==> src/rtl/ac_scan_ctrl.sv <==
// Aho-Corasick scan sequencer: walks goto/failure/accept RAMs once per input character
// and emits one (state, match, position) result per character.
module ac_scan_ctrl #(
  parameter int unsigned          STATE_W   = 8,
  parameter int unsigned          CHAR_W    = 4,
  parameter logic [STATE_W-1:0]   FAIL_CODE = 8'hFF,
  parameter int unsigned          MAX_FAIL  = 16,
  parameter int unsigned          POS_W     = 16
) (
  input  logic                      CLK,
  input  logic                      RST,
  input  logic                      EN,
  input  logic                      CHARA_VALID,
  input  logic [CHAR_W-1:0]         CHARA,
  output logic                      CHARA_READY,
  output logic [STATE_W+CHAR_W-1:0] ADDR_G,
  output logic                      GOTO_RE,
  input  logic [STATE_W-1:0]        GOTO_DATA,
  output logic [STATE_W-1:0]        ADDR_F,
  output logic                      FAIL_RE,
  input  logic [STATE_W-1:0]        FAIL_DATA,
  output logic [STATE_W-1:0]        ACC_ADDR,
  output logic                      ACC_RE,
  input  logic                      ACC_DATA,
  output logic                      OUT_VALID,
  input  logic                      OUT_READY,
  output logic [STATE_W-1:0]        NOW_STATE,
  output logic                      MATCH,
  output logic [POS_W-1:0]          POS,
  output logic                      FAIL_ERR
);

  localparam int unsigned HOP_W = $clog2(MAX_FAIL + 1);

  typedef enum logic [2:0] {
    S_IDLE, S_GREQ, S_GWAIT, S_FREQ, S_FWAIT, S_AREQ, S_AWAIT, S_EMIT
  } fsm_t;

  fsm_t                      fsm_q, fsm_d;
  logic [STATE_W-1:0]        st_q, st_d;
  logic [CHAR_W-1:0]         chr_q, chr_d;
  logic [HOP_W-1:0]          hop_q, hop_d;
  logic [STATE_W+CHAR_W-1:0] addr_g_q, addr_g_d;
  logic                      goto_re_q, goto_re_d;
  logic [STATE_W-1:0]        addr_f_q, addr_f_d;
  logic                      fail_re_q, fail_re_d;
  logic [STATE_W-1:0]        acc_addr_q, acc_addr_d;
  logic                      acc_re_q, acc_re_d;
  logic [STATE_W-1:0]        now_state_q, now_state_d;
  logic                      match_q, match_d;
  logic [POS_W-1:0]          pos_q, pos_d;
  logic                      out_valid_q, out_valid_d;
  logic                      fail_err_q, fail_err_d;

  always_ff @(posedge CLK or posedge RST) begin
    if (RST) begin
      fsm_q       <= S_IDLE;
      st_q        <= '0;
      chr_q       <= '0;
      hop_q       <= '0;
      addr_g_q    <= '0;
      goto_re_q   <= 1'b0;
      addr_f_q    <= '0;
      fail_re_q   <= 1'b0;
      acc_addr_q  <= '0;
      acc_re_q    <= 1'b0;
      now_state_q <= '0;
      match_q     <= 1'b0;
      pos_q       <= '0;
      out_valid_q <= 1'b0;
      fail_err_q  <= 1'b0;
    end else begin
      fsm_q       <= fsm_d;
      st_q        <= st_d;
      chr_q       <= chr_d;
      hop_q       <= hop_d;
      addr_g_q    <= addr_g_d;
      goto_re_q   <= goto_re_d;
      addr_f_q    <= addr_f_d;
      fail_re_q   <= fail_re_d;
      acc_addr_q  <= acc_addr_d;
      acc_re_q    <= acc_re_d;
      now_state_q <= now_state_d;
      match_q     <= match_d;
      pos_q       <= pos_d;
      out_valid_q <= out_valid_d;
      fail_err_q  <= fail_err_d;
    end
  end

  // Strobes and addresses are registered on entry to their *REQ state, so each
  // strobe is high exactly while the FSM sits in that request state.
  always_comb begin
    fsm_d       = fsm_q;
    st_d        = st_q;
    chr_d       = chr_q;
    hop_d       = hop_q;
    addr_g_d    = addr_g_q;
    goto_re_d   = 1'b0;
    addr_f_d    = addr_f_q;
    fail_re_d   = 1'b0;
    acc_addr_d  = acc_addr_q;
    acc_re_d    = 1'b0;
    now_state_d = now_state_q;
    match_d     = match_q;
    pos_d       = pos_q;
    out_valid_d = out_valid_q;
    fail_err_d  = fail_err_q;
    case (fsm_q)
      S_IDLE: begin
        if (CHARA_VALID && EN) begin
          chr_d     = CHARA;
          hop_d     = '0;
          goto_re_d = 1'b1;
          addr_g_d  = {st_q, CHARA};
          fsm_d     = S_GREQ;
        end
      end
      S_GREQ: fsm_d = S_GWAIT;
      S_GWAIT: begin
        if (GOTO_DATA != FAIL_CODE || st_q == '0) begin
          st_d       = (GOTO_DATA != FAIL_CODE) ? GOTO_DATA : '0;
          acc_re_d   = 1'b1;
          acc_addr_d = st_d;
          fsm_d      = S_AREQ;
        end else begin
          fail_re_d = 1'b1;
          addr_f_d  = st_q;
          fsm_d     = S_FREQ;
        end
      end
      S_FREQ: fsm_d = S_FWAIT;
      S_FWAIT: begin
        hop_d = hop_q + 1'b1;
        // A chain this long means a broken table; give up and restart from root.
        if (hop_d == HOP_W'(MAX_FAIL)) begin
          fail_err_d = 1'b1;
          st_d       = '0;
        end else begin
          st_d = FAIL_DATA;
        end
        goto_re_d = 1'b1;
        addr_g_d  = {st_d, chr_q};
        fsm_d     = S_GREQ;
      end
      S_AREQ: fsm_d = S_AWAIT;
      S_AWAIT: begin
        match_d     = ACC_DATA;
        now_state_d = st_q;
        out_valid_d = 1'b1;
        fsm_d       = S_EMIT;
      end
      S_EMIT: begin
        if (OUT_READY) begin
          out_valid_d = 1'b0;
          pos_d       = pos_q + 1'b1;
          fsm_d       = S_IDLE;
        end
      end
      default: fsm_d = S_IDLE;
    endcase
  end

  assign CHARA_READY = (fsm_q == S_IDLE) && EN;
  assign ADDR_G      = addr_g_q;
  assign GOTO_RE     = goto_re_q;
  assign ADDR_F      = addr_f_q;
  assign FAIL_RE     = fail_re_q;
  assign ACC_ADDR    = acc_addr_q;
  assign ACC_RE      = acc_re_q;
  assign OUT_VALID   = out_valid_q;
  assign NOW_STATE   = now_state_q;
  assign MATCH       = match_q;
  assign POS         = pos_q;
  assign FAIL_ERR    = fail_err_q;

endmodule

==> config.mk <==
export PLATFORM = sky130hd
export DESIGN_NAME = ac_scan_ctrl
export DESIGN_NICKNAME = d
export VERILOG_FILES = /design/src/rtl/ac_scan_ctrl.sv
export SDC_FILE = /design/constraint.sdc
export NUM_CORES = 1
export LEC_CHECK = 0
export ABC_AREA = 0
export CAP_MARGIN = 25
export CELL_PAD_IN_SITES_DETAIL_PLACEMENT = 1
export CELL_PAD_IN_SITES_GLOBAL_PLACEMENT = 2
export CORE_ASPECT_RATIO = 1.1
export CORE_MARGIN = 2
export CORE_UTILIZATION = 33
export CTS_CLUSTER_SIZE = 14
export DETAILED_ROUTE_END_ITERATION = 12
export GPL_ROUTABILITY_DRIVEN = 0
export GPL_TIMING_DRIVEN = 0
export HOLD_SLACK_MARGIN = 0.06
export PLACE_DENSITY_LB_ADDON = 0.25
export SLEW_MARGIN = 20
export SYNTH_ARGS = -nofsm -noshare
export SYNTH_HDL_FRONTEND = slang
export SYNTH_SLANG_ARGS = --single-unit
==> constraint.sdc <==
create_clock -name CLK -period 4.55 [get_ports CLK]
set_input_delay 1.365 -clock CLK [delete_from_list [all_inputs] [get_ports CLK]]
set_output_delay 1.365 -clock CLK [all_outputs]
set_load 0.03 [all_outputs]
### Word level (Yosys, flattened, before mapping)

Index checks and enable logic that the tools add are counted.

* add/subtract/negate cells: 2
* equality and inequality tests: 12
* muxes and demuxes: 20
* bitwise logic cells: 1
* reductions and logical operators: 17

Operator list (count)
* 8-bit two-way mux: 3
* 12-bit one-hot mux with 2 select lines: 1
* 3-bit one-hot mux with 8 select lines: 1
* 2-bit AND reduction: 9
* 16-bit by 1-bit adder with 16-bit output (second input constant): 1
* 8-bit one-hot mux with 2 select lines: 1
* 3-bit equality test (second input constant): 4
* 12-bit two-way mux: 1
* 5-bit one-hot mux with 2 select lines: 1
* 3-bit two-way mux: 3
* 8-bit zero test: 1
* 8-bit != test (second input constant): 1
* 3-bit by 2-bit equality test with 1-bit output (second input constant): 2
* 1-bit two-way mux: 6
* 2-bit != test (second input constant): 3
* 2-bit nonzero test: 3
* 5-bit by 1-bit adder with 5-bit output (second input constant): 1
* 5-bit equality test (second input constant): 1
* 5-bit two-way mux: 1
* 1-bit one-hot mux with 2 select lines: 2
* 3-bit by 1-bit equality test with 1-bit output (second input constant): 1
* 3-bit zero test: 1
* 1-bit logical AND: 2
* 1-bit logical OR: 1
* 1-bit inverter: 1

* bits in registers: 78
* bits of input ports: 26

### Longest topological paths before layout

Gate-level depths: netlist of the first run.

* depth in word-level cells: 4
* gate-level depth with buffers: 7
* mapped depth without buffers: 5

### Worst setup path after synthesis of the first run

Ideal clock, no wire load.

* path kind: input to output
* from: input port EN
* to: output port CHARA_READY
* data arrival time: 2.442 ns
* required time: 3.185 ns
* slack: 0.743 ns
* cell stages on the path: 1
* path buffers: 0
* cells stage by stage: nor4b_1

* word-level cells in the longest chain between the ends: 1

Ends and longest elaborated chain
* start: declaration: line 12 `input logic EN,`
* 1-bit logical AND: line 164 `assign CHARA_READY = (fsm_q == S_IDLE) && EN;`
* end: declaration: line 15 `output logic CHARA_READY,`

No other way between the ends.

### Worst setup path after layout of the first run

Same ends and word-level chain as after synthesis.

==> summary.txt, run 1 <==
Outcome
  – Status: finished clean

Critical path
  – Worst path top cell family by delay: buffers and inverters
  – Stages on worst setup path: 3
  – CP endpoint: CHARA_READY
  – Cell mode on critical path: clkdlybuf4s50_1
  – Worst setup EP type: output port
  – Register-to-register path setup slack: approximately 2500 ps
  – CP max FO: 3
  – Slowest-stage cell, CP: clkdlybuf4s50_1
  – CP startpoint: EN
  – Crit path buffers/inverters: 2
  – Startpoint types: primary input
  – Crit path largest cell delay: ~740 ps
  – Crit path cell chain: clkdlybuf4s50_1, nor4b_2, clkdlybuf4s50_1
  – Critical path arrival: between 2000 and 3000 ps
  – R2R Path End: ADDR_F[5]
  – R2R depth: 3
  – Kind of critical path: in2out
  – CP required: 3180 ps
  – Worst r2r src: fsm_q[2]

Worst hold path
  – Worst hold stages: 1
  – Min-Delay Startpoint: POS[15]
  – Worst hold path type: reg2reg

GRT
  – Overall Global Routing Usage: approximately 17%
  – Pin count of the biggest net entering global routing: 49
  – Met2 Track Usage GR: 28.3%
  – Met1 GRT Util: 21.9%
  – Most Crowded Layer GR: met2
  – GR Util met3: a little over 3%
  – Vias in the first global route: about 2700
  – Total grt overflow: 0
  – Initial antenna violation count: 0
  – First-pass GRT wire length: 14.3 mm

Run
  – Max-cap violation count: 0

Die
  – Num ports: 85
  – Area of the core: around 10000 um2
  – Rows: 38
  – Die Ht: between 100 and 150 um
  – Die Area: 10900 um2
  – Initial Utilization: approximately a third
  – Die W: between 90 and 100 um

STA
  – Final Hold Vio Count: 0
  – Fin crit share: ~94%
  – RSZ-0062 raised after global routing: no
  – Worst-Margin Slew: about 780 ps
  – Clock Skews: ~11 ps
  – Tmin final: ~4300 ps
  – Relative slew slack: roughly 48%
  – F_max: approximately 0.23 GHz
  – Setup-failing EPs final: 0
  – Max Slew Vio Count: 0

Synth
  – Cell taking the most area after synthesis: dfrtp_1
  – Syn Area/Cell: 11.6 um2
  – Yosys reg bits: 78
  – Largest family of logic cells by synthesized area: simple AND/OR/NAND/NOR gates
  – Sequential share of the synthesized area: about three fifths
  – Synth Instances: around 290
  – Top FF cell, synth: dfrtp_1
  – Commonest cells in the synthesized netlist: dfrtp_1 (78), nand2_1 (35), mux2_2 (21), nor2_1 (18), a31oi_1 (13)
  – Top-area cell type share of the netlist area: between 50 and 60%
  – Unique masters post-synth: 39
  – Main area contributors after synthesis: dfrtp_1 (59%), mux2_2 (7.1%), nand2_1 (3.9%), xnor2_1 (3.2%), a31oi_1 (2.4%)
  – Asr flop ratio synth: 100%
  – Xor/xnor share of the synthesized area: between 4 and 5%
  – Synth Cell Area: roughly 3300 um2
  – EDFF count, synth: 0
  – Synth Area in Adders: less than 1%
  – Post-synthesis mux area share: under 10%
  – Ys Warns: 0
  – Post-synth net total: around 320
  – Top-count cell post-synth: dfrtp_1
  – Compound-gate portion of the synthesized area: ~14%
  – Synth Area in Simple Gates: between 10 and 15%

Route
  – Post-route antenna net violation count: 0
  – Vias: about 2600
  – Average routed wire per standard cell: about 17 um
  – Initial DRC count: 58
  – Remaining DRCs: 0
  – Drt first pass iters: 4
  – Vias/cell: about 5.2
  – Routed wire length: a little under 9 mm

Layout
  – Fin nets: 412
  – # diodes: 0
  – Final Util: between 40 and 50%
  – Layout cells sized above 1: about an eighth
  – Area growth syn-to-layout: 36.9%

Pwr
  – Tot Pwr: ~0.003 W
  – Leakage: between 1.5 and 2 nW
  – Peak VDD IR: between 0.3 and 0.4 mV
  – PwrDens: about 660 nW/um2

Clock network
  – Number of setup buffers added after CTS: 0
  – Root Driver: clkbuf_8
  – Htree depth: 3
  – Reg clk slew, reported paths: around 70 ps
  – # clock sinks: 78
  – CTS hold repair buffers: 0
  – Max Root-Sink Buffers: 2
  – Post-CTS Resized: 0
  – Num CTS Buffers: 9
  – CTS tree: yes
  – Clock latency on the worst-skew pair: around 350 ps

Placement
  – PortBufs: between 80 and 90
  – HPWL after detailed placement: 6.43 mm
==> cells by family after synthesis <==
kind of cell / after synthesis
xor+xnor: 16
fa+ha+maj: 2
buf+inv: 16
compound gates: 62
simple gates: 93
mux: 21
flops: 78
==> flip-flops by register name, summed over array words and instances (netlist names), 3 cells and up <==
register / count
st_q: 8
ADDR_F: 8
POS: 16
fsm_q: 3
chr_q: 4
ACC_ADDR: 8
NOW_STATE: 8
ADDR_G: 12
hop_q: 5
==> per-stage QoR <==
stage / setup TNS [ps] / area [um2] / hold WS, ps / instances / setup WS (ps)
2_1_floorplan: 0 / 3330 / 459 / 288 / 743
3_3_place_gp: -16880 / 4320 / 459 / 492 / -221
3_5_place_dp: 0 / 4350 / 463 / 493 / 78.4
4_1_cts: 0 / 4550 / 478 / 509 / 67.9
5_1_grt: 0 / 4560 / 513 / 509 / 178
6_report: 0 / 4560 / 470 / 509 / 280
==> placed cells by master, fill, tap and decap left out, types with 10 or more instances in the layout <==
| master | count |
|---|---|
| clkdlybuf4s50_1 | 84 |
| dfrtp_1 | 78 |
| a31oi_1 | 13 |
| mux2_2 | 21 |
| xnor2_1 | 12 |
| clkbuf_8 | 10 |
| nor2_1 | 18 |
| nand2_1 | 35 |
==> power breakdown <==
| part | switching, W | internal [W] | total [W] |
|---|---|---|---|
| clock | 0.000256 | 0.000269 | 0.000525 |
| sequential | 0.000196 | 0.000938 | 0.00113 |
| combinational | 0.000764 | 0.000583 | 0.00135 |
| total | 0.00122 | 0.00179 | 0.00301 |
==> routing by layer <==
layer | part of all wire (%) | up-vias
li1 | - | 1232
met5 | 0 | -
met2 | 49 | 58
met4 | 1.6 | 0
met3 | 3.9 | 13
met1 | 45 | 1333
==> how the worst min path moves through the flow <==
stage,to,slack (ps)
finish,POS[15],470
global route,ACC_ADDR[2],510
CTS,POS[15],480
detailed placement,POS[15],460
global placement,FAIL_ERR,460
floorplan,hop_q[4],460
==> worst reg2reg max path, cell delays in order, from the launching register on <==
cell and delay [ps]:
dfrtp_1 400, or3b_4 420, a2111oi_4 750, mux2_2 420
==> final cells by class <==
cell class	instances	area (um2)
clock buffers	11	141
fillers	1044	5290
plain buffers	10	42.5
repair buffers	85	868
inverters	6	25.0
multi-input cells	194	1320
well taps	120	150
flip-flops and latches	78	1950
clock inverters	5	58.8
Power figures use the tool's default switching activity.
==> run 2, diff against run 1 <==
- CORE_MARGIN: 2 -> 5
- clock period: 4.55 -> 5.2 ns (I/O delays scaled with it)
==> run 2 against run 1 <==
Against the previous run: utilization is 0.29 points lower; non-clock buffer count is the same; critical path type unchanged; first-iteration DRC count is 12% higher; final area fell by 0.14%; clock skew shrank 0.91 ps.
==> summary.txt, run 2 (synthesis results as in run 1) <==
Pwr
  – Peak VDD IR: 0.225 mV (was 0.342 mV)
  – PwrDens: 580 nW/um2 (was 660 nW/um2)
  – Tot Pwr: 0.00264 W (was 0.00301 W)
  – Leakage: 1.97 nW (about the same)

Die
  – Die Area: 12200 um2 (was 10900 um2)
  – Rows: 38 (unchanged)
  – Area of the core: 9890 um2 (was 9840 um2)
  – Die W: 106 um (was 99.8 um)
  – Initial Utilization: 33.7% (was 33.8%)
  – Num ports: 85 (unchanged)
  – Die Ht: 115 um (was 109 um)

Run
  – Max-cap violation count: 0 (unchanged)

Clock network
  – Root Driver: clkbuf_8 (unchanged)
  – Post-CTS Resized: 0 (unchanged)
  – CTS tree: yes (unchanged)
  – Num CTS Buffers: 9 (unchanged)
  – Reg clk slew, reported paths: 90 ps (was 70 ps)
  – Htree depth: 3 (unchanged)
  – Max Root-Sink Buffers: 2 (unchanged)
  – CTS hold repair buffers: 0 (unchanged)
  – # clock sinks: 78 (unchanged)
  – Number of setup buffers added after CTS: 0 (unchanged)
  – Clock latency on the worst-skew pair: 350 ps (about the same)

Layout
  – Layout cells sized above 1: 11.8% (was 12.3%)
  – # diodes: 0 (unchanged)
  – Final Util: 46.0% (was 46.3%)
  – Area growth syn-to-layout: 36.7% (was 36.9%)
  – Max FFs per register: 16 (unchanged)
  – Design area: 4550 um2 (was 4560 um2)
  – Fin nets: 412 (unchanged)
  – Final Non-Filler Cells: 509 (unchanged)
  – Most common cell after layout, fill and taps aside: clkdlybuf4s50_1 (unchanged)
  – Most frequent cells in the layout: clkdlybuf4s50_1 (84), dfrtp_1 (78), nand2_1 (35) (unchanged)

STA
  – Setup-failing EPs final: 0 (unchanged)
  – Clock Skews: 10.1 ps (was 11.0 ps)
  – Tmin final: 4820 ps
  – Worst-Margin Slew: 782 ps (was 780 ps)
  – Final Hold Vio Count: 0 (unchanged)
  – Final setup TNS: 0 ps (unchanged)
  – Max Slew Vio Count: 0 (unchanged)
  – Relative slew slack: 47.9% (was 48.0%)
  – Fin crit share: around 93%
  – RSZ-0062 raised after global routing: no (unchanged)
  – F_max: 0.208 GHz

Placement
  – HPWL after detailed placement: 6.57 mm (was 6.43 mm)
  – PortBufs: 84 (unchanged)
  – Placed cell count: 493 (unchanged)
  – Area after DPL: 4350 um2 (unchanged)

Critical path
  – CP required: 3640 ps (was 3180 ps)
  – Slowest-stage cell, CP: clkdlybuf4s50_1 (unchanged)
  – Worst path top cell family by delay: buffers and inverters (unchanged)
  – Crit path buffers/inverters: 2 (unchanged)
  – Crit path largest cell delay: 770 ps (was 740 ps)
  – Cell mode on critical path: clkdlybuf4s50_1 (unchanged)
  – Kind of critical path: in2out (unchanged)
  – Critical path arrival: 3260 ps (was 2900 ps)
  – Crit path cell chain: clkdlybuf4s50_1, nor4b_1, clkdlybuf4s50_1 (was clkdlybuf4s50_1, nor4b_2, clkdlybuf4s50_1)
  – Worst setup EP type: output port (unchanged)
  – CP max FO: 3 (unchanged)
  – Startpoint types: primary input (unchanged)

GRT
  – First-pass GRT wire length: 15.0 mm (was 14.3 mm)
  – Vias in the first global route: 2878 (was 2706)
  – Pin count of the biggest net entering global routing: 54 (was 49)
  – Overall Global Routing Usage: 15.6% (was 16.9%)
  – Total grt overflow: 0 (unchanged)
  – Initial antenna violation count: 0 (unchanged)

Route
  – Routed wire length: 8.94 mm (was 8.76 mm)
  – Vias: 2598 (was 2636)
  – Post-route antenna net violation count: 0 (unchanged)
  – Vias/cell: 5.10 (was 5.18)
  – Average routed wire per standard cell: 17.6 um (was 17.2 um)
  – Initial DRC count: 65 (was 58)
  – Remaining DRCs: 0 (unchanged)
  – Drt first pass iters: 4 (unchanged)

Worst hold path
  – Worst hold path type: reg2reg (unchanged)

Outcome
  – Status: finished clean (unchanged)
## run 2: cell types whose count changed in the layout (fill, tap and decap cells not counted)
cell	change
clkbuf_1	+1
clkinv_2	-1
clkinvlp_4	-1
inv_6	+1
nor4b_1	+1
nor4b_2	-1
## run 2: metal layers
| layer | GRT usage, % | part of all wire [%] |
|---|---|---|
| met1 | 20.1 | 45 |
| met2 | 25.9 | 50 |
| met3 | 3.99 | 4.3 |
| met4 | 5.44 | 1.4 |
| met5 | 0 | 0 |
## run 2: cell type report
cell class              count  area, um2
plain buffers              10       42.5
clock buffers              12        145
clock inverters             4       55.1
fillers                  1100       5340
inverters                   6       25.0
multi-input cells         194       1310
flip-flops and latches     78       1950
well taps                 120        150
repair buffers             85        868
## run 2: through the flow
step | hold WS [ps] | setup WS (ps)
after floorplan | 459 | 1000
after global routing | 507 | 269
after detailed placement | 465 | 377
after CTS | 478 | 364
after global placement | 460 | 239
final | 472 | 383
## run 2: final timing paths
kind / start / endpoint / slack (ps) / depth (start not counted)
worst max-delay path: EN / CHARA_READY / 380 / 3
worst min-delay path: POS[15] / POS[15] / 470 / 1
worst max register to register: fsm_q[2] / ADDR_F[3] / 3100 / 3
worst min register to register: POS[15] / POS[15] / 470 / 1
max in group asynchronous: RST / NOW_STATE[5] / 3050 / 3
min in group asynchronous: RST / ADDR_G[2] / 1530 / 2
## run 2: power breakdown
part / total [W] / internal [W] / leakage (nW) / switching, W
logic: 0.00118 / 0.000510 / 0.889 / 0.000672
clock network: 0.000465 / 0.000238 / 0.0972 / 0.000227
registers: 0.000990 / 0.000821 / 0.981 / 0.000170
total: 0.00264 / 0.00157 / 1.97 / 0.00107
==> run 3, diff against run 2 <==
- RECOVER_POWER: default -> 100
==> run 3 against run 2 <==
Against the previous run: the run now ends with capacitance limit, slew limit left; final cell count unchanged; sequential power shrank 0.5%; worst hold slack got worse by 5.1 ps; via count grew 0.35%; routed wire length is 0.29% higher; non-clock buffer count did not move; utilization is 0.43 points lower; flip-flop and latch count stayed put; sequential share of layout area grew 0.40 points; clock power about the same; setup slack lost 100 ps; critical endpoint unchanged; largest power group unchanged; highest routed layer unchanged.
==> summary.txt, run 3 (synthesis results as in run 1) <==
Outcome
  – Status: finished, violations left (was finished clean)
  – Failing checks: capacitance limit, slew limit

Clock network
  – Post-CTS Resized: 0 (unchanged)
  – CTS hold repair buffers: 0 (unchanged)
  – Root Driver: clkbuf_8 (unchanged)
  – CTS tree: yes (unchanged)
  – Num CTS Buffers: 9 (unchanged)
  – Htree depth: 3 (unchanged)
  – Number of setup buffers added after CTS: 0 (unchanged)
  – Max Root-Sink Buffers: 2 (unchanged)
  – Clock latency on the worst-skew pair: 360 ps (was 350 ps)
  – # clock sinks: 78 (unchanged)
  – Reg clk slew, reported paths: 90 ps (about the same)

Critical path
  – Slowest-stage cell, CP: dlygate4sd3_1 (was clkdlybuf4s50_1)
  – CP max FO: 3 (unchanged)
  – Crit path largest cell delay: 810 ps (was 770 ps)
  – R2R depth: 3 (unchanged)
  – CP required: 3640 ps (about the same)
  – Worst path top cell family by delay: buffers and inverters (unchanged)
  – Critical path arrival: 3360 ps (was 3260 ps)
  – Crit path buffers/inverters: 2 (unchanged)
  – Worst setup EP type: output port (unchanged)
  – Cell mode on critical path: dlygate4sd3_1 (was clkdlybuf4s50_1)
  – Stages on worst setup path: 3 (unchanged)
  – Kind of critical path: in2out (unchanged)
  – Crit path cell chain: dlygate4sd3_1, nor4b_1, dlygate4sd3_1 (was clkdlybuf4s50_1, nor4b_1, clkdlybuf4s50_1)
  – Startpoint types: primary input (unchanged)

Route
  – Met1 Wirelength: 4.00 mm (was 3.98 mm)
  – Post-route antenna net violation count: 0 (unchanged)
  – Remaining DRCs: 0 (unchanged)
  – Vias: 2607 (was 2598)
  – Top sig layer: met4 (unchanged)
  – Initial DRC count: 63 (was 65)
  – Drt first pass iters: 4 (unchanged)
  – Routed wire length: 8.96 mm (was 8.94 mm)
  – Met2 wire len: 4.45 mm (about the same)
  – Average routed wire per standard cell: 17.6 um (about the same)
  – Vias/cell: 5.12 (was 5.10)
  – Met3 wire len: 386 um (was 380 um)

Die
  – Initial Utilization: 33.7% (unchanged)
  – Die Ht: 115 um (unchanged)
  – Rows: 38 (unchanged)
  – Die Area: 12200 um2 (unchanged)
  – Num ports: 85 (unchanged)
  – Die W: 106 um (unchanged)
  – Area of the core: 9890 um2 (unchanged)

Pwr
  – Leakage: 2.06 nW (was 1.97 nW)
  – P_sw: 0.00106 W (was 0.00107 W)
  – Pint: 0.00151 W (was 0.00157 W)
  – Comb pwr share: 43.5% (was 44.8%)
  – Clock power frac: 18.2% (was 17.6%)
  – Switching Fraction: 41.2% (was 40.5%)
  – Sequential power share: 38.3% (was 37.6%)
  – PwrDens: 571 nW/um2 (was 580 nW/um2)
  – Peak VDD IR: 0.211 mV (was 0.225 mV)

Layout
  – Max FFs per register: 16 (unchanged)
  – Most common cell after layout, fill and taps aside: dfrtp_1 (was clkdlybuf4s50_1)
  – # diodes: 0 (unchanged)
  – Layout cells sized above 1: 10.0% (was 11.8%)
  – Fin nets: 412 (unchanged)
  – Final Non-Filler Cells: 509 (unchanged)
  – Design area: 4510 um2 (was 4550 um2)
  – Final Util: 45.6% (was 46.0%)
  – Most frequent cells in the layout: dfrtp_1 (78), dlygate4sd3_1 (64), nand2_1 (35) (was clkdlybuf4s50_1 (84), dfrtp_1 (78), nand2_1 (35))
  – Area growth syn-to-layout: 35.4% (was 36.7%)

Placement
  – Pre-CTS worst setup slack: 377 ps (unchanged)
  – HPWL after detailed placement: 6.57 mm (unchanged)
  – PortBufs: 84 (unchanged)
  – Area after DPL: 4350 um2 (unchanged)
  – Placed cell count: 493 (unchanged)

STA
  – Worst setup margin: 283 ps (was 383 ps)
  – Relative slew slack: -49.3% (was 47.9%)
  – Clock Skews: 12.3 ps (was 10.1 ps)
  – Max Slew Vio Count: 11 (was 0)
  – Fin crit share: 94.6% (was 92.6%)
  – Setup-failing EPs final: 0 (unchanged)
  – RSZ-0062 raised after global routing: no (unchanged)
  – F_max: 0.203 GHz (was 0.208 GHz)
  – Final Hold Vio Count: 0 (unchanged)
  – Final setup TNS: 0 ps (unchanged)
  – Tmin final: 4920 ps (was 4820 ps)
  – Worst-Margin Slew: 2230 ps (was 782 ps)

Worst hold path
  – Worst hold stages: 1 (unchanged)
  – Worst hold path type: reg2reg (unchanged)

GRT
  – Pin count of the biggest net entering global routing: 54 (unchanged)
  – Vias in the first global route: 2878 (unchanged)
  – First-pass GRT wire length: 15.0 mm (unchanged)
  – Total grt overflow: 0 (unchanged)
  – Initial antenna violation count: 0 (unchanged)
  – Overall Global Routing Usage: 15.6% (unchanged)

Run
  – Max-cap violation count: 1 (was 0)
==> run 3: final timing paths <==
kind	to	slack, ps	startpoint
worst max-delay path	CHARA_READY	280	EN
worst min-delay path	POS[15]	470	POS[15]
worst max register to register	ADDR_F[6]	2010	fsm_q[2]
worst min register to register	POS[15]	470	POS[15]
max in group asynchronous	NOW_STATE[5]	1460	RST
min in group asynchronous	ADDR_G[3]	1890	RST
==> run 3: final cells by class <==
| class | count | area, um2 |
|---|---|---|
| inverter | 6 | 23.8 |
| clock inverter | 4 | 55.1 |
| tap | 120 | 150 |
| fill | 1106 | 5380 |
| sequential | 78 | 1950 |
| multi-input combinational | 194 | 1290 |
| buffer | 10 | 41.3 |
| timing repair buffer | 85 | 846 |
| clock buffer | 12 | 145 |
==> run 3: per-stage QoR <==
stage / total power [W] / hold WS, ps
2_1_floorplan: 0.00171 / 459
3_3_place_gp: 0.00217 / 460
3_5_place_dp: 0.00221 / 465
4_1_cts: 0.00268 / 478
5_1_grt: 0.00275 / 501
6_report: 0.00257 / 466
==> run 3: worst reg2reg max path: stages (launching register included) <==
cell,delay (ps)
dfrtp_1,400
or3b_4,410
a2111oi_1,1820
mux2_2,450
==> run 3: layer usage <==
layer | vias up | GRT usage [%]
met3 | 9 | 3.99
met2 | 59 | 25.9
met1 | 1312 | 20.1
li1 | 1227 | -
met5 | - | 0
met4 | 0 | 5.44
==> run 3: power by group through the flow <==
stage,combinational [W],sequential [W],clock [W]
2_1_floorplan,0.000478,0.00123,0
6_report,0.00112,0.000985,0.000468
3_3_place_gp,0.00117,0.000999,0
4_1_cts,0.00120,0.000998,0.000481
5_1_grt,0.00122,0.00102,0.000505
3_5_place_dp,0.00120,0.00101,0
